### config.mk
export PLATFORM = sky130hd
export DESIGN_NAME = operand_hazard_ctrl
export DESIGN_NICKNAME = d
export VERILOG_FILES = /design/src/rtl/operand_hazard_ctrl.sv
export SDC_FILE = /design/constraint.sdc
export NUM_CORES = 1
export LEC_CHECK = 0
export ABC_AREA = 1
export BUFFER_PORTS_ARGS = -buffer_cell sky130_fd_sc_hd__buf_2
export CORE_UTILIZATION = 55
export CTS_CLUSTER_SIZE = 40
export DETAILED_ROUTE_END_ITERATION = 8
export PLACE_DENSITY = 0.86
export SLEW_MARGIN = 10
export SYNTH_ARGS = -nofsm -noshare
export SYNTH_HDL_FRONTEND = slang
export SYNTH_SLANG_ARGS = --single-unit
export TNS_END_PERCENT = 10
### constraint.sdc
create_clock -name i_clk -period 1.9 [get_ports i_clk]
set_input_delay 0.38 -clock i_clk [delete_from_list [all_inputs] [get_ports i_clk]]
set_output_delay 0.38 -clock i_clk [all_outputs]
set_load 0.05 [all_outputs]
### src/rtl/operand_hazard_ctrl.sv
// Decode-stage RAW hazard controller for the EX operand-B mux.
// A shift-register scoreboard tracks in-flight register writes from EX through WB.
// While a RAW hazard is pending, fetch/decode is stalled and bubbles are issued into EX.
// Optional feature: define HAZ_STALL_CNT_EN to add a saturating stall-cycle counter
// (CNT_W parameter and o_stall_cnt port).
module operand_hazard_ctrl #(
  parameter int unsigned REG_AW = 5,
  parameter int unsigned DEPTH  = 3
`ifdef HAZ_STALL_CNT_EN
  ,
  parameter int unsigned CNT_W  = 32
`endif
) (
  input  logic              i_clk,
  input  logic              i_rst,
  input  logic              i_id_valid,
  input  logic [REG_AW-1:0] i_id_rs,
  input  logic [REG_AW-1:0] i_id_rt,
  input  logic              i_id_use_rs,
  input  logic              i_id_use_rt,
  input  logic              i_id_imm,
  input  logic              i_id_we,
  input  logic [REG_AW-1:0] i_id_wa,
  input  logic              i_flush,
  output logic              o_stall,
  output logic              o_ex_valid,
  output logic              o_ex_mux_sel,
  output logic              o_ex_we,
  output logic [REG_AW-1:0] o_ex_wa
`ifdef HAZ_STALL_CNT_EN
  ,
  output logic [CNT_W-1:0]  o_stall_cnt
`endif
);

  // Scoreboard: entry 0 = EX, entry DEPTH-1 = WB.
  logic [DEPTH-1:0]  r_sb_v;
  logic [REG_AW-1:0] r_sb_wa [DEPTH];

  logic              r_ex_valid;
  logic              r_ex_mux_sel;
  logic              r_ex_we;
  logic [REG_AW-1:0] r_ex_wa;

  logic w_match_rs;
  logic w_match_rt;
  logic w_wa_nz;
  logic w_hazard;
  logic w_issue;

  // Compare both source registers against every valid in-flight write; r0 never matches.
  always_comb begin
    w_match_rs = 1'b0;
    w_match_rt = 1'b0;
    for (int unsigned i = 0; i < DEPTH; i++) begin
      if (r_sb_v[i] && (r_sb_wa[i] == i_id_rs)) w_match_rs = 1'b1;
      if (r_sb_v[i] && (r_sb_wa[i] == i_id_rt)) w_match_rt = 1'b1;
    end
    if (i_id_rs == '0) w_match_rs = 1'b0;
    if (i_id_rt == '0) w_match_rt = 1'b0;
  end

  // Hazard / issue decision; the immediate form never reads rt through the mux.
  always_comb begin
    w_wa_nz  = |i_id_wa;
    w_hazard = i_id_valid &&
               ((i_id_use_rs && w_match_rs) || (i_id_use_rt && !i_id_imm && w_match_rt));
    // Flush wins over a hazard: the slot becomes a bubble rather than a stall.
    w_issue  = i_id_valid && !w_hazard && !i_flush;
    o_stall  = w_hazard && !i_flush && !i_rst;
  end

  // Scoreboard shift and ID/EX control registers.
  always_ff @(posedge i_clk) begin
    if (i_rst) begin
      r_sb_v <= '0;
      for (int unsigned i = 0; i < DEPTH; i++) begin
        r_sb_wa[i] <= '0;
      end
      r_ex_valid   <= 1'b0;
      r_ex_mux_sel <= 1'b0;
      r_ex_we      <= 1'b0;
      r_ex_wa      <= '0;
    end else begin
      r_sb_v[0]  <= w_issue & i_id_we & w_wa_nz;
      r_sb_wa[0] <= w_issue ? i_id_wa : '0;
      for (int unsigned i = 1; i < DEPTH; i++) begin
        r_sb_v[i]  <= r_sb_v[i-1];
        r_sb_wa[i] <= r_sb_wa[i-1];
      end
      r_ex_valid   <= w_issue;
      r_ex_mux_sel <= w_issue & i_id_imm;
      r_ex_we      <= w_issue & i_id_we & w_wa_nz;
      r_ex_wa      <= w_issue ? i_id_wa : '0;
    end
  end

  assign o_ex_valid   = r_ex_valid;
  assign o_ex_mux_sel = r_ex_mux_sel;
  assign o_ex_we      = r_ex_we;
  assign o_ex_wa      = r_ex_wa;

`ifdef HAZ_STALL_CNT_EN
  logic [CNT_W-1:0] r_stall_cnt;

  // Saturating count of stalled cycles.
  always_ff @(posedge i_clk) begin
    if (i_rst) begin
      r_stall_cnt <= '0;
    end else if (o_stall && !(&r_stall_cnt)) begin
      r_stall_cnt <= r_stall_cnt + {{(CNT_W-1){1'b0}}, 1'b1};
    end
  end

  assign o_stall_cnt = r_stall_cnt;
`endif

endmodule

==> results of run 1 <==
-- worst max-delay path: cells and delay by family (launching register included) --
kind                   cells  cell delay (ns)
AND/OR/NAND/NOR            6             0.43
flip-flops                 1             0.40
buffers and inverters      2             0.23
AO/OA/AOI/OAI              1             0.13
-- final cells by class --
cell class | instances | area share (%)
multi-input cells | 141 | 42.6
flip-flops and latches | 20 | 29.0
repair buffers | 36 | 13.8
inverters | 37 | 9.65
clock buffers | 4 | 2.52
well taps | 27 | 2.35
-- power by group --
| part | switching, mW | internal [mW] |
|---|---|---|
| Combinational | 0.0919 | 0.0513 |
| Clock | 0.137 | 0.117 |
| Sequential | 0.00687 | 0.427 |
| Total | 0.235 | 0.595 |
-- stage by stage --
| stage | util (%) | power, mW | std cells | hold WS, ns |
|---|---|---|---|---|
| finish | 72.6 | 0.831 | 265 | 0.285 |
| global route | 72.6 | 0.872 | 265 | 0.283 |
| CTS | 71.7 | 0.832 | 265 | 0.290 |
| detailed placement | 68.3 | 0.584 | 260 | 0.440 |
| global placement | 68.3 | 0.584 | 260 | 0.438 |
| floorplan | - | 0.532 | 204 | 0.416 |
-- per-layer routing --
| layer | vias to the layer above | wire length [um] | global-route usage, % |
|---|---|---|---|
| li1 | 667 | - | - |
| met1 | 519 | 1230 | 33.8 |
| met2 | 45 | 1250 | 43.5 |
| met3 | 4 | 142 | 3.40 |
| met4 | 0 | 44 | 10.0 |
| met5 | - | 0 | 0 |
-- repair_timing --
item / 4_1_cts / 5_1_grt
endpoints found under the setup margin: 1 / 1
gates resized for setup: 14 / 10
endpoints found under the hold margin: 0 / 0
setup buffers: 1 / 0
pin swaps: 4 / 10
-- placed cells by master, fill, tap and decap left out --
cell type                  count
sky130_fd_sc_hd__dfxtp_1       8
sky130_fd_sc_hd__nand2_4       2
sky130_fd_sc_hd__clkbuf_8      1
sky130_fd_sc_hd__dfxtp_4       1
sky130_fd_sc_hd__o21ai_1       4
sky130_fd_sc_hd__clkbuf_4      3
sky130_fd_sc_hd__nand3_1       8
sky130_fd_sc_hd__nand3_2       2
sky130_fd_sc_hd__nand2_1      72
sky130_fd_sc_hd__nor3_1        2
sky130_fd_sc_hd__o21ai_0       4
sky130_fd_sc_hd__a21oi_4       1
sky130_fd_sc_hd__dfxtp_2      11
sky130_fd_sc_hd__nand4_1       2
sky130_fd_sc_hd__nor2_1       42
sky130_fd_sc_hd__nand3_4       1
sky130_fd_sc_hd__buf_6         1
sky130_fd_sc_hd__inv_2        11
sky130_fd_sc_hd__buf_4         5
sky130_fd_sc_hd__nor2_2        1
sky130_fd_sc_hd__buf_2        30
sky130_fd_sc_hd__inv_1        26
-- final timing paths --
path                                 endpoint  cells after the start
worst min register to register      r_sb_v[1]                      2
worst max register to register     o_ex_wa[1]                     10
worst min-delay path            r_sb_wa[0][4]                      3
worst max-delay path                  o_stall                      9
-- registers in the layout, summed over array words and instances, names as in the netlist --
name / count
r_sb_v: 3
o_ex_valid: 1
o_ex_wa: 4
o_ex_mux_sel: 1
r_sb_wa: 11
-- logic make-up (layout without fill, tap and decap cells) --
kind of cell	after synthesis	count (layout)	synth area share [%]
buffers and inverters	43	77	15.5
and+or+nand+nor	132	132	46.3
DFF	20	20	34.4
AOI/OAI and AO/OA	9	9	3.87
==> results.txt, run 1 <==
----------------------------------------------------
[Clock tree]
  Buffers from clock root to sink, at most ... 2
  Clock-pin slew on the worst setup and hold paths ... between 0.1 and 0.15 ns
  Number of buffers inserted for hold repair after clock tree synthesis ... 0
  Clock tree root buffer cell ... sky130_fd_sc_hd__clkbuf_4
  Clock insertion delay at the later pin of the skew report ... 0.31 ns
  Clock Sinks ... 20
  H-tree lvl count ... 1
  CTS tree ... yes
  Number of CTS-inserted buffers ... 3

[STA]
  Fin Setup TNS ... 0 ns
  Setup-violating endpoint count in the final report ... 0
  Worst rel slew slack ... 83.4%
  Final Worst Setup Slack ... slightly below 0.02 ns
  Min cycle time layout ... 1.88 ns
  Actual slew at the worst max-slew pin ... approximately 0.25 ns
  Skew final ... approximately 0.0064 ns
  Achievable clock frequency ... 0.532 GHz
  Number of hold violations in the final report ... 0
  Period utilisation layout ... 99.0%
  Slew Limit Fails ... 0
  Unrepaired setup endpoints after global routing ... yes

[Drt]
  Total via count in the routed design ... 1235
  Final wirelength ... 2.66 mm
  Routed wire length per instance ... 10.0 um
  Antenna violation net count after detailed routing ... 0
  Number of DRC violations after detailed-routing iteration 0 ... 31
  Detailed Routing Iterations Pass 1 ... 4
  Via/cell ratio ... approximately 4.7
  DRC violations left ... 0

[GRT]
  Grt ovf ... 0
  Number of antenna violations at the first check in global routing ... 0
  GR Util All Layers ... 26.0%
  Wire length of the first global-routing pass ... 4.06 mm
  Maximum number of pins on one net before global-route repair ... 13
  Vias in the first global route ... 1000

[Pwr]
  P_leak ... between 0.8 and 0.9 nW
  Peak VDD IR ... between 0.0005 and 0.0006 V
  Power density over the cells ... just under 600 nW/um^2

[Finish]
  Antenna Diode Count ... 0
  Synth-to-layout area growth ... 23.5%
  FF/Latch Area ... between 400 and 500 um^2
  Final Cell Area ... between 1000 and 1500 um^2
  Layout cell share with drive strength beyond 1 ... just under 30%
  Footprint of the multi-input gates ... 613 um^2
  Fill cells ... about 190
  Post-layout net count ... between 200 and 300

[Critical path]
  FF-to-FF Start ... r_sb_wa[0][6]
  Category of the worst setup path capture point ... output pin
  Largest stage delay, worst path ... 0.40 ns
  Cells along the critical path ... inv_1 > nand2_1 > nand2_1 > nor2_1 > nand3_1 > nand3_2 > nand2_4 > a21oi_4 > buf_6
  Arrival time at the worst endpoint ... about 1.5 ns
  Cell with the largest stage delay on the worst path ... sky130_fd_sc_hd__dfxtp_1
  Reg2reg setup slack ... slightly above 0.6 ns
  Critical path required time ... between 1.5 and 2 ns
  Startpoint types ... flop
  Worst-path maximum fanout ... 4
  Kind of critical path ... flop to output pin
  Cell type with the highest occurrence count on the critical path ... sky130_fd_sc_hd__nand2_1
  Crit. Startpoint ... r_sb_wa[0][6]

[Logic synthesis]
  Combined area of all synthesized cells ... 1160 um^2
  Top cells by instance count after synthesis ... 72 x sky130_fd_sc_hd__nand2_1, 43 x sky130_fd_sc_hd__nor2_1, 30 x sky130_fd_sc_hd__inv_1
  Yosys synthesis warning count ... 0
  Primary FF master, synth ... sky130_fd_sc_hd__dfxtp_1
  Share of async-settable or async-resettable flops after synthesis ... 0%
  Post-synthesis average cell area ... roughly 5.7 um^2
  Most numerous cell in the Yosys netlist ... sky130_fd_sc_hd__nand2_1
  Fraction of post-synthesis cell area in the top cell type by area ... 34.4%
  Post-synthesis register bit count ... 20
  Sequential fraction of the synthesis area ... between 30 and 40%
  EDFF count, synth ... 0
  Yosys cell types ... 16
  Post-Synthesis Cells ... 204
  Synth area leader ... sky130_fd_sc_hd__dfxtp_1
  Main area contributors after synthesis ... sky130_fd_sc_hd__dfxtp_1 34%, sky130_fd_sc_hd__nand2_1 23%, sky130_fd_sc_hd__nor2_1 14%
  Synthesized net count ... 227

[Floorplan]
  Starting density of the core ... 58.8%
  Die span in x ... 48.0 um
  Chip height ... 48.0 um
  Boundary Pins ... 32
  Die Area ... 2310 um^2
  Floorplan row count ... 16
  Core footprint ... 1980 um^2

[Run status]
  Run status ... complete, no violations

[Placement]
  Worst slack at placement ... between 0.01 and 0.015 ns
  Final estimated routing congestion in global placement ... roughly 0.9
  Final HPWL DP ... 2.12 mm
  Number of input and output port buffers inserted ... 31
  Post-detailed-placement cell area ... around 1400 um^2

[Worst hold path]
  Startpoint of the tightest hold check path ... i_id_wa[4]
  Type of the worst min-delay path ... input port to flop

[Run]
  Number of violations of the max-capacitance limit ... 0

----------------------------------------------------
Note: power is estimated with default switching activity, not from simulation.
==> inputs of run 2 (changes only) <==
--- a/config.mk
+++ b/config.mk
@@ -9,6 +9,7 @@
 export BUFFER_PORTS_ARGS = -buffer_cell sky130_fd_sc_hd__buf_2
-export CORE_UTILIZATION = 55
+export CORE_ASPECT_RATIO = 1.75
+export CORE_UTILIZATION = 51
 export CTS_CLUSTER_SIZE = 40
 export DETAILED_ROUTE_END_ITERATION = 8
-export PLACE_DENSITY = 0.86
+export PLACE_DENSITY = 0.81
 export SLEW_MARGIN = 10
==> constraint.sdc (replaced) <==
create_clock -name i_clk -period 1.95 [get_ports i_clk]
set_input_delay 0.0975 -clock i_clk [delete_from_list [all_inputs] [get_ports i_clk]]
set_output_delay 0.0975 -clock i_clk [all_outputs]
set_load 0.05 [all_outputs]
==> run 2 against run 1 <==
Net effect: wire length increased by 0.53%; global-route usage fell by 1.6 points; first-iteration DRC count grew 16%; critical path depth unchanged; cell area decreased by 7.2%; flip-flop and latch count unchanged; critical path type unchanged; critical endpoint unchanged.
==> results.txt, run 2 (same netlist as run 1, synthesis figures left out) <==
----------------------------------------------------
[Clock tree]
  Number of CTS-inserted buffers ... 3 (unchanged)
  Number of gates resized after cts ... 0 (was 14)
  Clock insertion delay at the later pin of the skew report ... 0.30 ns (was 0.31 ns)
  CTS tree ... yes (unchanged)
  Clock Sinks ... 20 (unchanged)
  Buffers from clock root to sink, at most ... 2 (unchanged)
  Clock tree root buffer cell ... sky130_fd_sc_hd__clkbuf_4 (unchanged)
  Post-CTS setup-driven buffer insertion count ... 0 (was 1)
  H-tree lvl count ... 1 (unchanged)
  Clock-pin slew on the worst setup and hold paths ... 0.11 ns (was 0.12 ns)
  Number of buffers inserted for hold repair after clock tree synthesis ... 0 (unchanged)

[Pwr]
  Overall power ... 0.749 mW (was 0.831 mW)
  P_leak ... 0.740 nW (was 0.808 nW)
  Peak VDD IR ... 0.000400 V (was 0.000550 V)
  Power density over the cells ... 561 nW/um^2 (was 577 nW/um^2)

[STA]
  Worst rel slew slack ... 70.6% (was 83.4%)
  Min cycle time layout ... between 1.5 and 2 ns
  Setup-violating endpoint count in the final report ... 0 (unchanged)
  Actual slew at the worst max-slew pin ... 0.437 ns (was 0.247 ns)
  Period utilisation layout ... 91.7%
  Skew final ... 0.00416 ns (was 0.00645 ns)
  Final Worst Setup Slack ... 0.162 ns (was 0.0195 ns)
  Number of hold violations in the final report ... 0 (unchanged)
  Fin Setup TNS ... 0 ns (unchanged)
  Slew Limit Fails ... 0 (unchanged)
  Final worst hold slack ... 0.0138 ns (was 0.285 ns)
  Achievable clock frequency ... 0.559 GHz
  Unrepaired setup endpoints after global routing ... no (was yes)

[Finish]
  Synth-to-layout area growth ... 14.6% (was 23.5%)
  Post-layout net count ... 257 (was 262)
  Antenna Diode Count ... 0 (unchanged)
  Number of flip-flops under the largest register name ... 11 (unchanged)
  Biggest register ... r_sb_wa (unchanged)
  Final Util ... 63.0% (was 72.6%)
  Most common library cell in the layout ignoring fill and taps ... sky130_fd_sc_hd__nand2_1 (unchanged)
  Layout cell share with drive strength beyond 1 ... 19.8% (was 29.4%)
  Most frequent cells in the layout ... 72 x sky130_fd_sc_hd__nand2_1, 43 x sky130_fd_sc_hd__nor2_1, 31 x sky130_fd_sc_hd__buf_2 (was 72 x sky130_fd_sc_hd__nand2_1, 42 x sky130_fd_sc_hd__nor2_1, 30 x sky130_fd_sc_hd__buf_2)
  Fill cells ... 229 (was 186)

[GRT]
  Maximum number of pins on one net before global-route repair ... 14 (was 13)
  Number of antenna violations at the first check in global routing ... 0 (unchanged)
  Grt ovf ... 0 (unchanged)
  GR Util All Layers ... 24.3% (was 26.0%)
  Wire length of the first global-routing pass ... 4.30 mm (was 4.06 mm)
  Vias in the first global route ... 1068 (was 1000)

[Drt]
  DRC violations left ... 0 (unchanged)
  Via/cell ratio ... 4.79 (was 4.66)
  Detailed Routing Iterations Pass 1 ... 5 (was 4)
  Antenna violation net count after detailed routing ... 0 (unchanged)
  Routed wire length per instance ... 10.5 um (was 10.0 um)
  Total via count in the routed design ... 1227 (was 1235)
  Number of DRC violations after detailed-routing iteration 0 ... 36 (was 31)
  Final wirelength ... 2.68 mm (was 2.66 mm)

[Placement]
  Final HPWL DP ... 2.23 mm (was 2.12 mm)
  Final estimated routing congestion in global placement ... 0.914 (was 0.895)
  Number of input and output port buffers inserted ... 31 (unchanged)
  Worst slack at placement ... 0.486 ns (was 0.0103 ns)

[Critical path]
  Startpoint types ... flop (unchanged)
  Critical path required time ... 1.85 ns (was 1.52 ns)
  Arrival time at the worst endpoint ... 1.69 ns (was 1.50 ns)
  Category of the worst setup path capture point ... output pin (unchanged)
  Kind of critical path ... flop to output pin (unchanged)
  Worst-path maximum fanout ... 5 (was 4)

[Floorplan]
  Boundary Pins ... 32 (unchanged)
  Die Area ... 2490 um^2 (was 2310 um^2)
  Floorplan row count ... 22 (was 16)
  Chip height ... 65.2 um (was 48.0 um)
  Core footprint ... 2120 um^2 (was 1980 um^2)
  Die span in x ... 38.1 um (was 48.0 um)
  Starting density of the core ... 55.0% (was 58.8%)

[Worst hold path]
  Type of the worst min-delay path ... input port to flop (unchanged)

[Run]
  Number of violations of the max-capacitance limit ... 0 (unchanged)

[Run status]
  Run status ... complete, no violations (unchanged)

----------------------------------------------------
run 2: changes by cell type in the layout (fill, tap and decap cells not counted), moves of 2 or more:
| cell | previous run | this run |
|---|---|---|
| sky130_fd_sc_hd__nand2_2 | 0 | 2 |
| sky130_fd_sc_hd__inv_1 | 26 | 30 |
| sky130_fd_sc_hd__dfxtp_2 | 11 | 0 |
| sky130_fd_sc_hd__buf_4 | 5 | 0 |
| sky130_fd_sc_hd__inv_2 | 11 | 7 |
| sky130_fd_sc_hd__dfxtp_1 | 8 | 20 |
| sky130_fd_sc_hd__nand2_4 | 2 | 0 |
run 2: stage by stage:
stage / cell area (um^2) / cells
6_report: 1340 / 256
5_1_grt: 1340 / 256
4_1_cts: 1340 / 256
3_5_place_dp: 1310 / 253
3_3_place_gp: 1310 / 253
2_1_floorplan: 1170 / 204
run 2: worst paths after layout:
kind | to | startpoint | slack, ns | depth (start not counted)
setup / recovery | o_stall | o_ex_wa[3] | 0.16 | 9
hold / removal | r_sb_wa[0][4] | i_id_wa[4] | 0.01 | 3
setup reg to reg | r_sb_v[0] | o_ex_wa[3] | 0.68 | 9
hold reg to reg | r_sb_v[2] | r_sb_v[1] | 0.47 | 2
run 2: final cells by class:
cell class,instances,area (um^2),area share [%]
multi-input cells,141,588,44.0
flip-flops and latches,20,400,30.0
well taps,24,30.0,2.25
repair buffers,31,155,11.6
clock buffers,3,22.5,1.69
inverters,37,139,10.4
run 2: critical path: stages (launching register included):
cell and delay [ns]:
sky130_fd_sc_hd__dfxtp_1 0.40, sky130_fd_sc_hd__inv_1 0.08, sky130_fd_sc_hd__nand2_1 0.06, sky130_fd_sc_hd__nand2_1 0.04, sky130_fd_sc_hd__nor2_1 0.13, sky130_fd_sc_hd__nand3_1 0.12, sky130_fd_sc_hd__nand3_2 0.09, sky130_fd_sc_hd__nand2_2 0.07
sky130_fd_sc_hd__a21oi_2 0.13, sky130_fd_sc_hd__buf_2 0.26
run 2: power breakdown:
part	total [mW]	switching (mW)	internal [mW]
registers	0.423	0.00648	0.416
logic	0.133	0.0873	0.0460
clock network	0.193	0.121	0.0721
total	0.749	0.215	0.534
run 2: metal layers:
layer	GRT usage (%)	part of all wire [%]
met5	0	0
met4	9.38	1.5
met3	2.03	4.7
met2	45.6	54
met1	26.1	40
==> inputs of run 3 (changes only) <==
Clock period 1.95 ns to 1.76 ns, I/O delays scaled along.
==> run 3 against run 2 <==
Net effect: the flow now finishes with violations (negative hold slack); non-clock buffer count unchanged; via count up 0.73%; core utilization up 0.59 points; first-iteration DRC count up 47%; largest power group unchanged.
==> results.txt, run 3 (same netlist as run 1, synthesis figures left out) <==
----------------------------------------------------
[Placement]
  Final HPWL DP ... 2.26 mm (was 2.23 mm)
  Placed Cells incl. Taps ... 253 (unchanged)
  Number of input and output port buffers inserted ... 31 (unchanged)
  Final estimated routing congestion in global placement ... 0.914 (about the same)

[STA]
  Skew final ... 0.00602 ns (was 0.00416 ns)
  Final worst hold slack ... -0.00133 ns (was 0.0138 ns)
  Number of hold violations in the final report ... 1 (was 0)
  Min cycle time layout ... 1.66 ns
  Worst rel slew slack ... 71.0% (was 70.6%)
  Fin Setup TNS ... 0 ns (unchanged)
  Setup-violating endpoint count in the final report ... 0 (unchanged)
  Achievable clock frequency ... 0.602 GHz
  Period utilisation layout ... 94.4%
  Actual slew at the worst max-slew pin ... 0.432 ns (was 0.437 ns)
  Slew Limit Fails ... 0 (unchanged)

[Finish]
  Post-layout net count ... 257 (unchanged)
  Biggest register ... r_sb_wa (unchanged)
  Most common library cell in the layout ignoring fill and taps ... sky130_fd_sc_hd__nand2_1 (unchanged)
  Fill cells ... 220 (was 229)
  Antenna Diode Count ... 0 (unchanged)
  Final Util ... 63.6% (was 63.0%)
  Non-Filler Instances ... 256 (unchanged)
  Synth-to-layout area growth ... 15.7% (was 14.6%)
  Number of flip-flops under the largest register name ... 11 (unchanged)
  Layout cell share with drive strength beyond 1 ... 21.6% (was 19.8%)
  Most frequent cells in the layout ... 72 x sky130_fd_sc_hd__nand2_1, 42 x sky130_fd_sc_hd__nor2_1, 30 x sky130_fd_sc_hd__inv_1, 30 x sky130_fd_sc_hd__buf_2, 17 x sky130_fd_sc_hd__dfxtp_1 (was 72 x sky130_fd_sc_hd__nand2_1, 43 x sky130_fd_sc_hd__nor2_1, 31 x sky130_fd_sc_hd__buf_2)

[Clock tree]
  CTS tree ... yes (unchanged)
  H-tree lvl count ... 1 (unchanged)
  Clock Sinks ... 20 (unchanged)
  Number of CTS-inserted buffers ... 3 (unchanged)
  Buffers from clock root to sink, at most ... 2 (unchanged)
  Clock-pin slew on the worst setup and hold paths ... 0.11 ns (about the same)
  Number of buffers inserted for hold repair after clock tree synthesis ... 0 (unchanged)
  Clock tree root buffer cell ... sky130_fd_sc_hd__clkbuf_4 (unchanged)
  Clock insertion delay at the later pin of the skew report ... 0.30 ns (about the same)

[Pwr]
  Power density over the cells ... 616 nW/um^2 (was 561 nW/um^2)
  Overall power ... 0.830 mW (was 0.749 mW)
  Peak VDD IR ... 0.000444 V (was 0.000400 V)
  P_leak ... 0.742 nW (was 0.740 nW)

[Drt]
  Final wirelength ... 2.73 mm (was 2.68 mm)
  Via/cell ratio ... 4.83 (was 4.79)
  Total via count in the routed design ... 1236 (was 1227)
  Routed wire length per instance ... 10.6 um (was 10.5 um)
  Antenna violation net count after detailed routing ... 0 (unchanged)
  DRC violations left ... 0 (unchanged)
  Number of DRC violations after detailed-routing iteration 0 ... 53 (was 36)
  Detailed Routing Iterations Pass 1 ... 4 (was 5)

[Floorplan]
  Starting density of the core ... 55.0% (unchanged)
  Die span in x ... 38.1 um (unchanged)
  Die Area ... 2490 um^2 (unchanged)
  Chip height ... 65.2 um (unchanged)
  Core footprint ... 2120 um^2 (unchanged)
  Boundary Pins ... 32 (unchanged)
  Floorplan row count ... 22 (unchanged)

[Critical path]
  Category of the worst setup path capture point ... output pin (unchanged)
  Worst-path maximum fanout ... 5 (unchanged)
  Critical path required time ... 1.67 ns (was 1.85 ns)
  Startpoint types ... flop (unchanged)
  Arrival time at the worst endpoint ... 1.57 ns (was 1.69 ns)
  Kind of critical path ... flop to output pin (unchanged)

[Run status]
  Violated checks ... negative hold slack
  Run status ... finished, violations left (was complete, no violations)

[GRT]
  Wire length of the first global-routing pass ... 4.33 mm (was 4.30 mm)
  Grt ovf ... 0 (unchanged)
  Maximum number of pins on one net before global-route repair ... 14 (unchanged)
  GR Util All Layers ... 24.1% (was 24.3%)
  Number of antenna violations at the first check in global routing ... 0 (unchanged)
  Vias in the first global route ... 1091 (was 1068)

[Run]
  Number of violations of the max-capacitance limit ... 0 (unchanged)

[Worst hold path]
  Type of the worst min-delay path ... input port to flop (unchanged)

----------------------------------------------------
## run 3: cell counts in the layout (fill, tap and decap cells not counted)
Identical to the previous run, type by type.
## run 3: final timing paths
kind | slack (ns) | startpoint | cells after the start | end
max reg2reg | 0.54 | o_ex_wa[3] | 9 | r_sb_v[0]
max | 0.1 | o_ex_wa[3] | 9 | o_stall
min reg2reg | 0.47 | r_sb_v[1] | 2 | r_sb_v[2]
min | -0.001 | i_id_wa[4] | 3 | r_sb_wa[0][4]
## run 3: metrics by stage
stage	area [um^2]	setup WS [ns]
final	1350	0.0980
after floorplan	1170	0.0891
after detailed placement	1310	0.303
after CTS	1340	0.0159
after global placement	1310	0.289
after global routing	1350	-0.0151
## run 3: routing by layer
layer / global-route usage (%) / vias to the layer above / routed length, um
li1: - / 658 / -
met1: 25.5 / 534 / 1130
met2: 46.2 / 39 / 1460
met3: 2.03 / 5 / 88
met4: 8.04 / 0 / 42
met5: 0 / - / 0
## run 3: timing repair
item / CTS / global route
cloned: 0 / 0
pin swaps: 0 / 0
setup buffers: 0 / 0
gates resized for setup: 1 / 5
setup endpoints to repair: 1 / 1
## run 3: final cells by class
class                           instances  area [um^2]  share of cell area, %
Clock buffer                            3         22.5                   1.67
Inverter                               37          139                   10.3
Multi-Input combinational cell        141          591                   43.8
Sequential cell                        20          404                   30.0
Tap cell                               24         30.0                   2.23
Timing Repair Buffer                   31          161                   12.0
## run 3: critical path, stage by stage (launching register included)
cell,delay (ns)
sky130_fd_sc_hd__dfxtp_2,0.38
sky130_fd_sc_hd__inv_1,0.06
sky130_fd_sc_hd__nand2_1,0.05
sky130_fd_sc_hd__nand2_1,0.06
sky130_fd_sc_hd__nor2_2,0.13
sky130_fd_sc_hd__nand3_1,0.11
sky130_fd_sc_hd__nand3_2,0.09
sky130_fd_sc_hd__nand2_2,0.07
sky130_fd_sc_hd__a21oi_2,0.15
sky130_fd_sc_hd__buf_6,0.17
## run 3: where the power goes
| part | internal [mW] | leakage, nW | total, mW | switching [mW] |
|---|---|---|---|---|
| clock | 0.0799 | 0.0138 | 0.212 | 0.132 |
| sequential | 0.462 | 0.164 | 0.469 | 0.00721 |
| combinational | 0.0511 | 0.564 | 0.149 | 0.0979 |
| total | 0.593 | 0.742 | 0.830 | 0.237 |
